--- config.mk ---
export PLATFORM = sky130hd
export DESIGN_NAME = tt_user_sel
export DESIGN_NICKNAME = d
export VERILOG_FILES = /design/src/rtl/tt_user_sel_pkg.sv /design/src/rtl/tt_user_sel_sync.sv /design/src/rtl/tt_user_sel.sv
export SDC_FILE = /design/constraint.sdc
export NUM_CORES = 1
export LEC_CHECK = 0
export ABC_AREA = 1
export ABC_CLOCK_PERIOD_IN_PS = 4000
export CAP_MARGIN = 0
export CORE_MARGIN = 3
export CORE_UTILIZATION = 60
export CTS_BUF_LIST = sky130_fd_sc_hd__clkbuf_4
export DETAILED_ROUTE_END_ITERATION = 16
export GPL_TIMING_DRIVEN = 0
export HOLD_SLACK_MARGIN = 0.05
export PLACE_DENSITY = 0.91
export RECOVER_POWER = 100
export SETUP_SLACK_MARGIN = 0.3
export SYNTH_ARGS = -nofsm -noshare
export SYNTH_HDL_FRONTEND = slang
export SYNTH_SLANG_ARGS = --single-unit
--- constraint.sdc ---
create_clock -name clk -period 4 [get_ports clk]
set_clock_uncertainty 0.15 [all_clocks]
set_input_delay 0.8 -clock clk [delete_from_list [all_inputs] [get_ports clk]]
set_output_delay 0.8 -clock clk [all_outputs]
set_load 0.1 [all_outputs]
--- src/rtl/tt_user_sel_pkg.sv ---
// Shared FSM state type and default timing for tt_user_sel.
// SYNC_STAGES is 2 when TT_USER_SEL_SYNC_EN is defined, otherwise 1.
package tt_user_sel_pkg;

   typedef enum logic [1:0] {
      CLEAR  = 2'd0,
      SETTLE = 2'd1,
      URST   = 2'd2,
      RUN    = 2'd3
   } sel_state_t;

   localparam int DEF_ADDR_W     = 10;
   localparam int DEF_ADDR_MAX   = 1023;
   localparam int DEF_SETTLE_CYC = 4;
   localparam int DEF_RST_CYC    = 8;

`ifdef TT_USER_SEL_SYNC_EN
   localparam int SYNC_STAGES = 2;
`else
   localparam int SYNC_STAGES = 1;
`endif

   function automatic int max2(input int a, input int b);
      return (a > b) ? a : b;
   endfunction

endpackage

--- src/rtl/tt_user_sel_sync.sv ---
// Per-input register chain: STAGES flops, cleared by the async reset.
module tt_user_sel_sync #(
   parameter int unsigned STAGES = 2
) (
   input  logic clk,
   input  logic rst,
   input  logic d,
   output logic q
);

   logic [STAGES-1:0] stg;

   always_ff @(posedge clk or posedge rst) begin
      if (rst) begin
         stg <= '0;
      end else begin
         stg[0] <= d;
         for (int unsigned i = 1; i < STAGES; i++) begin
            stg[i] <= stg[i-1];
         end
      end
   end

   assign q = stg[STAGES-1];

endmodule

--- src/rtl/tt_user_sel.sv ---
// User-module address selector: saturating address counter plus settle / user-reset sequencing.
// Build option TT_USER_SEL_SYNC_EN selects 2-flop input synchronizers instead of single registers.
module tt_user_sel
   import tt_user_sel_pkg::*;
#(
   parameter int ADDR_W     = DEF_ADDR_W,
   parameter int ADDR_MAX   = DEF_ADDR_MAX,
   parameter int SETTLE_CYC = DEF_SETTLE_CYC,
   parameter int RST_CYC    = DEF_RST_CYC
) (
   input  logic              clk,
   input  logic              rst,
   input  logic              sel_rst_i,
   input  logic              sel_inc_i,
   input  logic              ena_i,
   output logic [ADDR_W-1:0] addr_o,
   output logic              addr_vld_o,
   output logic              um_ena_o,
   output logic              um_rst_n_o
);

   localparam int CNT_W = $clog2(max2(SETTLE_CYC, RST_CYC) + 1);
   localparam logic [CNT_W-1:0]  SETTLE_LAST = CNT_W'(SETTLE_CYC - 1);
   localparam logic [CNT_W-1:0]  URST_LAST   = CNT_W'(RST_CYC - 1);
   localparam logic [ADDR_W-1:0] ADDR_TOP    = ADDR_W'(ADDR_MAX);

   logic sel_rst_s, sel_inc_s, ena_s;

   tt_user_sel_sync #(.STAGES(SYNC_STAGES)) u_sync_rst (
      .clk (clk), .rst (rst), .d (sel_rst_i), .q (sel_rst_s)
   );
   tt_user_sel_sync #(.STAGES(SYNC_STAGES)) u_sync_inc (
      .clk (clk), .rst (rst), .d (sel_inc_i), .q (sel_inc_s)
   );
   tt_user_sel_sync #(.STAGES(SYNC_STAGES)) u_sync_ena (
      .clk (clk), .rst (rst), .d (ena_i), .q (ena_s)
   );

   logic             inc_prev, inc_evt, rst_req;
   logic             addr_chg;
   sel_state_t       state_q, state_nx;
   logic [CNT_W-1:0] cnt_q, cnt_nx;

   // Edge pulse and clear request are registered once more so addr_o moves SYNC+2 edges after sampling.
   always_ff @(posedge clk or posedge rst) begin
      if (rst) begin
         inc_prev <= 1'b0;
         inc_evt  <= 1'b0;
         rst_req  <= 1'b0;
      end else begin
         inc_prev <= sel_inc_s;
         inc_evt  <= sel_inc_s & ~inc_prev;
         rst_req  <= sel_rst_s;
      end
   end

   assign addr_chg = inc_evt & ~rst_req & (addr_o != ADDR_TOP);

   always_comb begin
      state_nx = state_q;
      cnt_nx   = cnt_q;
      if (rst_req) begin
         state_nx = CLEAR;
         cnt_nx   = '0;
      end else begin
         case (state_q)
            CLEAR: begin
               state_nx = SETTLE;
               cnt_nx   = '0;
            end
            SETTLE: begin
               if (addr_chg) begin
                  cnt_nx = '0;
               end else if (cnt_q == SETTLE_LAST) begin
                  state_nx = URST;
                  cnt_nx   = '0;
               end else begin
                  cnt_nx = cnt_q + CNT_W'(1);
               end
            end
            URST: begin
               if (addr_chg) begin
                  state_nx = SETTLE;
                  cnt_nx   = '0;
               end else if (cnt_q == URST_LAST) begin
                  state_nx = RUN;
                  cnt_nx   = '0;
               end else begin
                  cnt_nx = cnt_q + CNT_W'(1);
               end
            end
            RUN: begin
               if (addr_chg) begin
                  state_nx = SETTLE;
                  cnt_nx   = '0;
               end
            end
            default: begin
               state_nx = CLEAR;
               cnt_nx   = '0;
            end
         endcase
      end
   end

   always_ff @(posedge clk or posedge rst) begin
      if (rst) begin
         state_q    <= CLEAR;
         cnt_q      <= '0;
         addr_o     <= '0;
         addr_vld_o <= 1'b0;
         um_ena_o   <= 1'b0;
         um_rst_n_o <= 1'b0;
      end else begin
         state_q <= state_nx;
         cnt_q   <= cnt_nx;
         if (rst_req) begin
            addr_o <= '0;
         end else if (addr_chg) begin
            addr_o <= addr_o + ADDR_W'(1);
         end
         addr_vld_o <= (state_nx == RUN);
         um_rst_n_o <= (state_nx == RUN);
         um_ena_o   <= ena_s & ((state_nx == URST) | (state_nx == RUN));
      end
   end

endmodule

==> flow_metrics.py <==
metrics = {
    "timing": {
        "hold_viol_final": 0,
        "max_freq_ghz": 0.334,
        "slew_viol_final": 0,
        "setup_tns_ps": 0,
        "tightest_slew_ps": 987,
        "finalSetupViolations": 0,
        "period_share_pct": 74.9,
        "maxSlewHeadroom_pct": 34.0,
        "rsz0062_at_grt": "false",
        "period_needed_ps": 3000,
    },
    "final_layout": {
        "largest_register_ff_count": 10,
        "drive_above_1_share_pct": 4.79,
        "n_antenna_cell": 0,
        "mostFrequentLayoutCells": "46 x nand2_1, 30 x inv_1, 24 x dfrtp_1",
        "top_regs": "addr_o (10), cnt_q (4), state_q (2)",
        "layout_commonest_cell": "nand2_1",
        "final_core_util_pct": 75.2,
        "finish.instance_area_sq_um": 1520,
        "fin_nets": 202,
        "syn_to_final_growth_pct": 14.9,
        "instances_no_fill": 215,
        "regMostFlops": "addr_o",
        "nFillCells": 150,
    },
    "synth": {
        "yosysSeqAreaShare_pct": 45.4,
        "synth_warnings": 0,
        "yosysTopAreaCell": "dfrtp_1",
        "syn_area_per_cell_sq_um": 7.87,
        "yosys.area.top_type_share_pct": 45.4,
        "syn_area_sq_um": 1320,
        "synth_area_leaders": "dfrtp_1 45%, nand2_1 12%, inv_1 8.2%",
        "syn_nets": 180,
        "yosys.cell_types.count": 24,
        "synth_seq_cells": 24,
        "syn_inst": 168,
    },
    "routing": {
        "avgViaCountPerCell": 5.24,
        "ant_nets": 0,
        "via_count": 1126,
        "wl_per_cell_um": 11.7,
        "first_pass_iters": 4,
        "drtIter0Drc": 28,
        "wl_mm": 2.53,
        "route.detailed.drc": 0,
    },
    "setup_path": {
        "critPathLaunchType": "register",
        "reg2reg_slack_ps": 1780,
        "cp-startpoint": "addr_o[0]",
        "crit_buf_inv": 1,
        "slowest_delay_ps": 1240,
        "slowest_stage": "dlygate4sd3_1",
        "crit_chain": "dlygate4sd3_1",
        "rr_worst_depth": 8,
        "r2r_end": "cnt_q[0]",
        "endpoint": "addr_o[0]",
        "crit_cells": 1,
        "worst_ep_required_time_ps": 3050,
        "r2r_start": "addr_o[0]",
        "cp.arrival_ps": 2050,
        "path_delay_family": "buffers and inverters",
        "end_kind": "output port",
        "crit_path_max_fanout": 8,
        "crit_type": "register to output port",
    },
    "clocking": {
        "cts_tree": "yes",
        "postCtsHoldBufs": 0,
        "htreeDepth": 1,
        "insertion_delay_ps": 300,
        "cts_buffers": 3,
        "cts_sinks": 24,
        "cts_setup_buffers": 0,
        "cts-resized-gates": 0,
        "cts_root_buf": "clkbuf_4",
        "cts.path.max_buffers": 2,
        "cts.reportedPaths.clkPinSlew_ps": 130,
    },
    "floorplanning": {
        "die_y_um": 53.0,
        "core_sq_um": 2020,
        "dieArea_sq_um": 2800,
        "row_count": 16,
        "io_pins": 18,
        "die_x_um": 53.0,
        "start_util_pct": 65.4,
    },
    "hold_path": {
        "holdCritPathClass": "register to register",
        "min_from": "u_sync_rst.q",
    },
    "power": {
        "leakagePower_nw": 0.811,
        "powerDensity_nw_per_um2": 264,
        "vdd_drop_max_v": 0.000250,
    },
    "placed_design": {
        "placed_area_sq_um": 1530,
        "place_hpwl_mm": 2.01,
        "post-place-cells": 212,
        "place.gp.congestion": 0.870,
        "place.port_buffers": 17,
    },
    "global_routing": {
        "grt-ovfl-total": 0,
        "grt_pass1_vias": 1059,
        "antenna_found_initial": 0,
        "grt_usage_pct": 21.1,
        "grt_max_degree": 25,
        "grt_pass1_wl_mm": 4.36,
    },
    "flow_run": {
        "maxCapViolations": 0,
    },
    "outcome": {
        "outcome": "finished, final reports clean",
    },
}
==> worst min-delay path by stage <==
| stage | end | slack, ps | cells after the start |
|---|---|---|---|
| floorplan | rst_req | 180 | 0 |
| global placement | rst_req | 180 | 0 |
| detailed placement | rst_req | 200 | 0 |
| CTS | rst_req | 230 | 0 |
| global route | rst_req | 240 | 0 |
| finish | rst_req | 230 | 0 |
==> logic make-up after synthesis <==
logic type                 count (synthesis)  share of synthesized area, %
and+or+nand+nor                           86                          29.4
adders and majority gates                  7                          6.62
DFF                                       24                          45.4
buffers and inverters                     33                          10.5
xor gates and xnor gates                   2                          1.32
AOI/OAI and AO/OA                         16                          6.72
==> worst reg2reg max path, stage by stage (launching register included) <==
cell and delay (ps):
dfrtp_1 500, ha_1 250, nand3_1 140, nor2_2 100
nand2_1 90, nand2_1 220, clkbuf_1 400, nand3_1 130
o21ai_0 170
==> power breakdown <==
part | internal (mW) | leakage, nW | switching (mW) | total (mW)
registers | 0.248 | 0.320 | 0.00593 | 0.254
clock network | 0.0351 | 0.0138 | 0.0684 | 0.104
logic | 0.0124 | 0.477 | 0.0316 | 0.0440
==> cells in the mapped netlist <==
cell type,instances
a21oi_1,3
buf_4,2
nor2_1,15
dfrtp_1,24
a21oi_2,1
xor2_1,1
nor2_2,2
nand3_1,13
nor2_4,1
nor3_1,4
nand2_1,43
o211ai_1,1
o21ai_1,2
o21ai_0,7
inv_1,29
xnor2_1,1
nand3_2,2
ha_1,7
o22ai_1,2
nand4_1,3
inv_2,1
buf_6,1
nand2_2,2
nand2_4,1
==> area by class of cell <==
class | count | area [sq um] | share of cell area, %
Multi-Input combinational cell | 111 | 562 | 37.0
Tap cell | 27 | 33.8 | 2.22
Clock buffer | 3 | 22.5 | 1.48
Timing Repair Buffer | 17 | 170 | 11.2
Sequential cell | 24 | 601 | 39.5
Inverter | 30 | 113 | 7.41
Buffer | 3 | 18.8 | 1.23
==> stage by stage <==
stage,hold WS (ps),total power [mW],setup slack [ps]
2_1_floorplan,181,0.292,1680
3_3_place_gp,182,0.304,1420
3_5_place_dp,201,0.306,1420
4_1_cts,230,0.407,1070
5_1_grt,238,0.421,918
6_report,232,0.402,1000
==> metal layers <==
layer	GRT usage [%]	vias to the layer above	routed length, um
li1	-	565	-
met1	24.7	530	1110
met2	39.5	29	1260
met3	3.66	2	143
met4	5.11	0	13
met5	0	-	0
Power figures use the tool's default switching activity.
